[src/rtl/operand_issue_if.sv]
// Handshake and writeback bundle between the decode/operand-fetch stage, its
// instruction source, the ALU stage and the writeback path.
interface operand_issue_if #(
  parameter int XLEN = 32
);
  logic            in_valid;
  logic            in_ready;
  logic [31:0]     in_instr;
  logic            out_valid;
  logic            out_ready;
  logic [XLEN-1:0] out_a;
  logic [XLEN-1:0] out_b;
  logic [2:0]      out_funct3;
  logic [6:0]      out_funct7;
  logic [4:0]      out_rd;
  logic            out_we;
  logic            wb_valid;
  logic [4:0]      wb_rd;
  logic [XLEN-1:0] wb_data;
  logic            illegal;

  modport slave (
    input  in_valid, in_instr, out_ready, wb_valid, wb_rd, wb_data,
    output in_ready, out_valid, out_a, out_b, out_funct3, out_funct7,
           out_rd, out_we, illegal
  );

  modport master (
    output in_valid, in_instr, out_ready, wb_valid, wb_rd, wb_data,
    input  in_ready, out_valid, out_a, out_b, out_funct3, out_funct7,
           out_rd, out_we, illegal
  );
endinterface

[src/rtl/operand_issue.sv]
// Decode/operand-fetch stage ahead of the ALU: decodes R-type and OP-IMM, reads the
// register file with writeback bypass, and stalls on RAW hazards via a scoreboard.
module operand_issue #(
  parameter int XLEN  = 32,
  parameter int NREGS = 32
) (
  input  logic           clk,
  input  logic           rst_n,
  operand_issue_if.slave bus
);

  localparam logic [6:0] OPC_R   = 7'h33;
  localparam logic [6:0] OPC_IMM = 7'h13;

  logic [XLEN-1:0]  regs_q [NREGS];
  logic [NREGS-1:0] pend_q, pend_d;

  logic            out_valid_q, out_valid_d;
  logic [XLEN-1:0] out_a_q, out_b_q;
  logic [2:0]      out_funct3_q;
  logic [6:0]      out_funct7_q;
  logic [4:0]      out_rd_q;
  logic            out_we_q;
  logic            illegal_q;

  logic [6:0]      opcode;
  logic [4:0]      rs1, rs2, rd;
  logic            is_r, is_imm, legal;
  logic            wb_hit1, wb_hit2;
  logic [XLEN-1:0] rs1_val, rs2_val, imm_val;
  logic            hazard, in_ready, accept, issue;

  assign opcode = bus.in_instr[6:0];
  assign rd     = bus.in_instr[11:7];
  assign rs1    = bus.in_instr[19:15];
  assign rs2    = bus.in_instr[24:20];
  assign is_r   = (opcode == OPC_R);
  assign is_imm = (opcode == OPC_IMM);
  assign legal  = is_r | is_imm;

  assign imm_val = {{(XLEN-12){bus.in_instr[31]}}, bus.in_instr[31:20]};

  // A value being written back this cycle is forwarded and also resolves the hazard.
  assign wb_hit1 = bus.wb_valid && (bus.wb_rd == rs1) && (rs1 != 5'd0);
  assign wb_hit2 = bus.wb_valid && (bus.wb_rd == rs2) && (rs2 != 5'd0);

  always_comb begin
    rs1_val = regs_q[rs1];
    if (rs1 == 5'd0)  rs1_val = '0;
    else if (wb_hit1) rs1_val = bus.wb_data;
  end

  always_comb begin
    rs2_val = regs_q[rs2];
    if (rs2 == 5'd0)  rs2_val = '0;
    else if (wb_hit2) rs2_val = bus.wb_data;
  end

  assign hazard   = bus.in_valid & legal &
                    ((pend_q[rs1] & ~wb_hit1) | (is_r & pend_q[rs2] & ~wb_hit2));
  assign in_ready = (~out_valid_q | bus.out_ready) & ~hazard;
  assign accept   = bus.in_valid & in_ready;
  assign issue    = accept & legal;

  always_comb begin
    out_valid_d = out_valid_q;
    if (issue)              out_valid_d = 1'b1;
    else if (bus.out_ready) out_valid_d = 1'b0;
  end

  // Set beats clear when the same register is retired and re-targeted together.
  always_comb begin
    pend_d = pend_q;
    if (bus.wb_valid)            pend_d[bus.wb_rd] = 1'b0;
    if (issue && rd != 5'd0)     pend_d[rd]        = 1'b1;
    pend_d[0] = 1'b0;
  end

  always_ff @(posedge clk or negedge rst_n) begin
    if (!rst_n) begin
      for (int i = 0; i < NREGS; i++) regs_q[i] <= '0;
    end else if (bus.wb_valid && bus.wb_rd != 5'd0) begin
      regs_q[bus.wb_rd] <= bus.wb_data;
    end
  end

  always_ff @(posedge clk or negedge rst_n) begin
    if (!rst_n) begin
      pend_q       <= '0;
      out_valid_q  <= 1'b0;
      illegal_q    <= 1'b0;
      out_a_q      <= '0;
      out_b_q      <= '0;
      out_funct3_q <= '0;
      out_funct7_q <= '0;
      out_rd_q     <= '0;
      out_we_q     <= 1'b0;
    end else begin
      pend_q      <= pend_d;
      out_valid_q <= out_valid_d;
      illegal_q   <= accept & ~legal;
      if (issue) begin
        out_a_q      <= rs1_val;
        out_b_q      <= is_r ? rs2_val : imm_val;
        out_funct3_q <= bus.in_instr[14:12];
        out_funct7_q <= is_r ? bus.in_instr[31:25] : 7'h00;
        out_rd_q     <= rd;
        out_we_q     <= (rd != 5'd0);
      end
    end
  end

  assign bus.in_ready   = in_ready;
  assign bus.out_valid  = out_valid_q;
  assign bus.out_a      = out_a_q;
  assign bus.out_b      = out_b_q;
  assign bus.out_funct3 = out_funct3_q;
  assign bus.out_funct7 = out_funct7_q;
  assign bus.out_rd     = out_rd_q;
  assign bus.out_we     = out_we_q;
  assign bus.illegal    = illegal_q;

endmodule
[src/flat_wrapper.sv]
// flat-port wrapper written by rule: the top's interface ports become plain ports
module operand_issue_flat 
#(
  parameter int XLEN  = 32,
  parameter int NREGS = 32
)
  (clk, rst_n, bus_in_valid, bus_in_instr, bus_out_ready, bus_wb_valid, bus_wb_rd, bus_wb_data, bus_in_ready, bus_out_valid, bus_out_a, bus_out_b, bus_out_funct3, bus_out_funct7, bus_out_rd, bus_out_we, bus_illegal);
  operand_issue_if #(.XLEN(XLEN)) bus_i ();
  input  logic clk;
  input  logic rst_n;
  input wire logic [$bits(bus_i.in_valid)-1:0] bus_in_valid;
  input wire logic [$bits(bus_i.in_instr)-1:0] bus_in_instr;
  input wire logic [$bits(bus_i.out_ready)-1:0] bus_out_ready;
  input wire logic [$bits(bus_i.wb_valid)-1:0] bus_wb_valid;
  input wire logic [$bits(bus_i.wb_rd)-1:0] bus_wb_rd;
  input wire logic [$bits(bus_i.wb_data)-1:0] bus_wb_data;
  output wire logic [$bits(bus_i.in_ready)-1:0] bus_in_ready;
  output wire logic [$bits(bus_i.out_valid)-1:0] bus_out_valid;
  output wire logic [$bits(bus_i.out_a)-1:0] bus_out_a;
  output wire logic [$bits(bus_i.out_b)-1:0] bus_out_b;
  output wire logic [$bits(bus_i.out_funct3)-1:0] bus_out_funct3;
  output wire logic [$bits(bus_i.out_funct7)-1:0] bus_out_funct7;
  output wire logic [$bits(bus_i.out_rd)-1:0] bus_out_rd;
  output wire logic [$bits(bus_i.out_we)-1:0] bus_out_we;
  output wire logic [$bits(bus_i.illegal)-1:0] bus_illegal;
  assign bus_i.in_valid = bus_in_valid;
  assign bus_i.in_instr = bus_in_instr;
  assign bus_i.out_ready = bus_out_ready;
  assign bus_i.wb_valid = bus_wb_valid;
  assign bus_i.wb_rd = bus_wb_rd;
  assign bus_i.wb_data = bus_wb_data;
  assign bus_in_ready = bus_i.in_ready;
  assign bus_out_valid = bus_i.out_valid;
  assign bus_out_a = bus_i.out_a;
  assign bus_out_b = bus_i.out_b;
  assign bus_out_funct3 = bus_i.out_funct3;
  assign bus_out_funct7 = bus_i.out_funct7;
  assign bus_out_rd = bus_i.out_rd;
  assign bus_out_we = bus_i.out_we;
  assign bus_illegal = bus_i.illegal;
  operand_issue #(.XLEN(XLEN), .NREGS(NREGS)) u_core (.clk(clk), .rst_n(rst_n), .bus(bus_i));
endmodule
[config.mk]
export PLATFORM = sky130hd
export DESIGN_NAME = operand_issue_flat
export DESIGN_NICKNAME = d
export VERILOG_FILES = /design/src/rtl/operand_issue_if.sv /design/src/rtl/operand_issue.sv /design/src/flat_wrapper.sv
export SDC_FILE = /design/constraint.sdc
export NUM_CORES = 2
export LEC_CHECK = 0
export BUFFER_PORTS_ARGS = -buffer_cell sky130_fd_sc_hd__buf_2
export CORE_MARGIN = 2
export CORE_UTILIZATION = 53
export DETAILED_ROUTE_END_ITERATION = 10
export HOLD_SLACK_MARGIN = 0.15
export MAX_ROUTING_LAYER = met4
export PLACE_DENSITY = 0.69
export SLEW_MARGIN = 0
export SYNTH_ARGS = -nofsm -noshare
export SYNTH_HDL_FRONTEND = slang
export SYNTH_SLANG_ARGS = --single-unit
[constraint.sdc]
create_clock -name clk -period 3.85 [get_ports clk]
set_clock_uncertainty 0.2 [all_clocks]
set_input_delay 0.9625 -clock clk [delete_from_list [all_inputs] [get_ports clk]]
set_output_delay 0.9625 -clock clk [all_outputs]
set_load 0.03 [all_outputs]
==> results.tsv <==
stage	metric	value	unit
status	status	complete, but fails checks	
clock_tree	tritoncts.num_buffers	118	
sta	unrepaired_setup_endpoints_after_global_routing	yes	
yosys	synthArstFlopShare	1.00	
yosys	combinational_family_with_the_most_area_after_synthesis	multiplexers	
critical_path	timing.critical_path.required	2690	ps
grt	grt_first_pass_wirelength	268000	µm
detailed_routing	drt_drc_violations_left	0	
yosys	ys_seq_elements	1137	
critical_path	timing_worst_setup_path_type	input port to output pin	
sta	final_min_period_over_clock_period	1.02	
yosys	post_synth_instance_area	59600	µm²
placed_design	post_place_worst_slack	-155	ps
sta	worst_slew_pin_slew	1260	ps
sta	worst_slew_margin_rel	0.159	
detailed_routing	first_iteration_detailed_routing_drc_count	4037	
status	failed_checks	negative setup slack	
grt	grt-ovfl-total	0	
yosys	synthesis.yosys.warnings	0	
die	floorplan.die.height	339	µm
die	die_w	339	µm
grt	grt_util_all_layers	0.327	
yosys	synth_simple_gate_area_share	0.0211	
yosys	synth_top_cell_area_share	0.477	
clock_tree	tritoncts	built	
cells_and_area	area_growth	13.3	%
die	initial_utilization	0.532	
clock_tree	library_cell_used_as_clock_root_buffer	sky130_fd_sc_hd__clkbuf_16	
detailed_routing	antenna_violating_nets_post_route	0	
placed_design	place.detailed.instances	5270	
critical_path	worst_r2r_endpoint	u_core.pend_q[28]	
sta	period_needed	3910	ps
yosys	count_of_distinct_cell_types_in_the_synthesized_netlist	58	
detailed_routing	firstDrtPassIters	7	
yosys	synth_enable_flop_cells	0	
hold_path	min_delay_path_depth	0	
clock_tree	cts.htree.levels	3	
critical_path	crit_fanout	3	
critical_path	ff2ff_setup_slack	820	ps
critical_path	worstReg2RegStart	u_core.pend_q[23]	
critical_path	worst_setup_sp_type	input port	
yosys	synthesis.instances	3825	
grt	pin_count_of_the_biggest_net_entering_global_routing	99	
hold_path	worst_hold_startpoint	u_core.regs_q[1016]	
yosys	synth.net_count	3899	
critical_path	ff2ff_path_depth	11	
placed_design	place.detailed.hpwl	106000	µm
grt	first_global_vias	38900	
cells_and_area	finalNetCount	3966	
critical_path	critPathArrivalTime	2750	ps
cells_and_area	post_route_cells_drive_above_1_share	0.568	
grt	antenna_found_initial	4	
die	core-area	112000	µm²
pwr	p_per_area	507	nW/µm²
sta	final_max_slew_viol_count	0	
detailed_routing	wl_per_cell	33.0	µm
clock_tree	clock_sinks	1137	
sta	setup_slack_of_the_critical_path_after_layout	-61.3	ps
detailed_routing	vias	38000	
clock_tree	cts.reportedPaths.clkPinSlew	60	ps
detailed_routing	avgViaCountPerCell	6.91	
die	dieArea	115000	µm²
clock_tree	cts.path.max_buffers	3	
sta	max_clock_freq	0.256	GHz
yosys	largest_cells_by_area_after_synthesis	sky130_fd_sc_hd__dfrtp_1 (48%), sky130_fd_sc_hd__mux4_2 (22%), sky130_fd_sc_hd__mux2_2 (19%)	
yosys	synth-xor-area-share	0.00147	
cells_and_area	final_cell_count_no_fill	5491	
sta	hold_viol	0	
sta	setup-tns-final	-61.3	ps
sta	setup_viol	1	
yosys	synth.yosys.seq_area_share	0.477	
hold_path	hold_path_end	u_core.regs_q[1016]	
clock_tree	clk-insertion-delay-late	720	ps
die	number_of_primary_i_o_pins	157	
yosys	avgSynthCellArea	15.6	µm²
placed_design	place_congestion	0.917	
yosys	synth_compound_area_frac	0.0358	
detailed_routing	wirelength	181000	µm
critical_path	cp-end-kind	output pin	
yosys	synth_flop_cell	sky130_fd_sc_hd__dfrtp_1	
pwr	leakagePower	0.0294	µW
yosys	synth_adder_area_share	0	
die	core.rowCount	123	
pwr	ir_drop	0.378	mV
yosys	multiplexer_area_fraction_after_synthesis	0.433	
run	maximum_capacitance_violations	0	
yosys	yosysTopAreaCell	sky130_fd_sc_hd__dfrtp_1	
hold_path	hold_path_class	register to register	
placed_design	numPortBuffers	156	
==> Yosys cell counts (33+ instances only) <==
cell type and instances:
sky130_fd_sc_hd__a211oi_1 35, sky130_fd_sc_hd__a221oi_1 33, sky130_fd_sc_hd__a22o_1 63, sky130_fd_sc_hd__buf_1 60, sky130_fd_sc_hd__buf_2 49, sky130_fd_sc_hd__clkbuf_1 309, sky130_fd_sc_hd__dfrtp_1 1137, sky130_fd_sc_hd__mux2_2 1016
sky130_fd_sc_hd__mux2i_1 52, sky130_fd_sc_hd__mux4_2 585, sky130_fd_sc_hd__nand2_1 77, sky130_fd_sc_hd__nand2b_1 60, sky130_fd_sc_hd__o21ai_0 34
==> power breakdown <==
group | switching (µW) | leakage [µW] | total [µW] | internal, µW
clock network | 4950 | 0.00196 | 11800 | 6850
registers | 1540 | 0.0146 | 15600 | 14100
logic | 2630 | 0.0128 | 6830 | 4200
==> worst max-delay path, cell delays in order <==
cell and delay [ps]:
sky130_fd_sc_hd__buf_8 100, sky130_fd_sc_hd__or4_4 540, sky130_fd_sc_hd__o211ai_4 210, sky130_fd_sc_hd__nor2_4 60
sky130_fd_sc_hd__or4_4 440, sky130_fd_sc_hd__o21ai_4 160, sky130_fd_sc_hd__a32oi_4 120, sky130_fd_sc_hd__buf_6 160
==> placed cells by master, fill, tap and decap left out, types with 26 or more instances in the layout <==
cell	instances
sky130_fd_sc_hd__buf_12	79
sky130_fd_sc_hd__clkinv_2	26
sky130_fd_sc_hd__mux2i_1	52
sky130_fd_sc_hd__a211oi_1	35
sky130_fd_sc_hd__nand2b_1	60
sky130_fd_sc_hd__dfrtp_1	1137
sky130_fd_sc_hd__o211ai_1	27
sky130_fd_sc_hd__mux2_4	29
sky130_fd_sc_hd__buf_2	147
sky130_fd_sc_hd__a22o_1	63
sky130_fd_sc_hd__nand2_1	62
sky130_fd_sc_hd__mux2_2	1016
sky130_fd_sc_hd__o21ai_0	33
sky130_fd_sc_hd__o22ai_1	28
sky130_fd_sc_hd__a221oi_1	33
sky130_fd_sc_hd__clkbuf_16	119
sky130_fd_sc_hd__mux4_2	585
sky130_fd_sc_hd__buf_4	149
sky130_fd_sc_hd__clkbuf_8	27
==> state kept, by name, indices dropped and copies added (netlist names) <==
| register | flops |
|---|---|
| u_core.bus.illegal | 1 |
| u_core.bus.out_a | 32 |
| u_core.bus.out_b | 32 |
| u_core.bus.out_funct3 | 3 |
| u_core.bus.out_funct7 | 7 |
| u_core.bus.out_rd | 5 |
| u_core.bus.out_valid | 1 |
| u_core.bus.out_we | 1 |
| u_core.pend_q | 31 |
| u_core.regs_q | 1024 |
==> stage by stage <==
step	hold WS [ps]	utilization	cell area [µm²]	total power, µW
after global routing	206	0.603	67500	35600
after detailed placement	183	0.567	63500	22600
after floorplan	241	-	59700	20500
after CTS	198	0.603	67500	34300
final	193	0.603	67500	34300
after global placement	176	0.567	63500	22300
==> worst max path at each step <==
stage                     startpoint            to  slack [ps]  cells past startpoint
global placement    bus_in_instr[23]  bus_in_ready        -220                      9
finish              bus_in_instr[20]  bus_in_ready         -60                      8
floorplan           bus_in_instr[20]  bus_in_ready          20                      7
CTS                 bus_in_instr[20]  bus_in_ready         -60                      8
detailed placement  bus_in_instr[23]  bus_in_ready        -160                      9
global route        bus_in_instr[20]  bus_in_ready        -100                      8
==> layer usage <==
layer  wire length, µm  up-vias  share of wire  track usage
li1                  -    15000              -            -
met1             74400    20700           0.41        0.453
met2             83000     1812           0.46        0.478
met3             16700      433          0.093       0.0770
met4              6810        0          0.038        0.117
met5                 0        -              0            -
==> logic make-up (layout without fill, tap and decap cells) <==
logic type	count (synthesis)	count (layout)
other	0	5
buffers and inverters	452	613
AOI/OAI and AO/OA	281	281
DFF	1137	1137
and+or+nand+nor	242	242
xor gates and xnor gates	10	10
muxes	1703	1703
==> repair_timing <==
item,4_1_cts,5_1_grt
gates cloned,0,0
buffers inserted,0,1
hold buffers,1,0
hold endpoints to repair,32,0
gates resized for setup,5,2
pin swaps,3,1
endpoints found under the setup margin,1,1
==> layout make-up <==
cell class | instances | area (µm²)
Multi-Input combinational cell | 2236 | 29600
Inverter | 14 | 56.3
Clock buffer | 167 | 3430
Timing Repair Buffer | 385 | 3570
Clock inverter | 47 | 552
Sequential cell | 1137 | 28500
Antenna cell | 5 | 12.5
Tap cell | 1500 | 1880
Fill cell | 8440 | 44500
(Power assumes the default switching activity.)
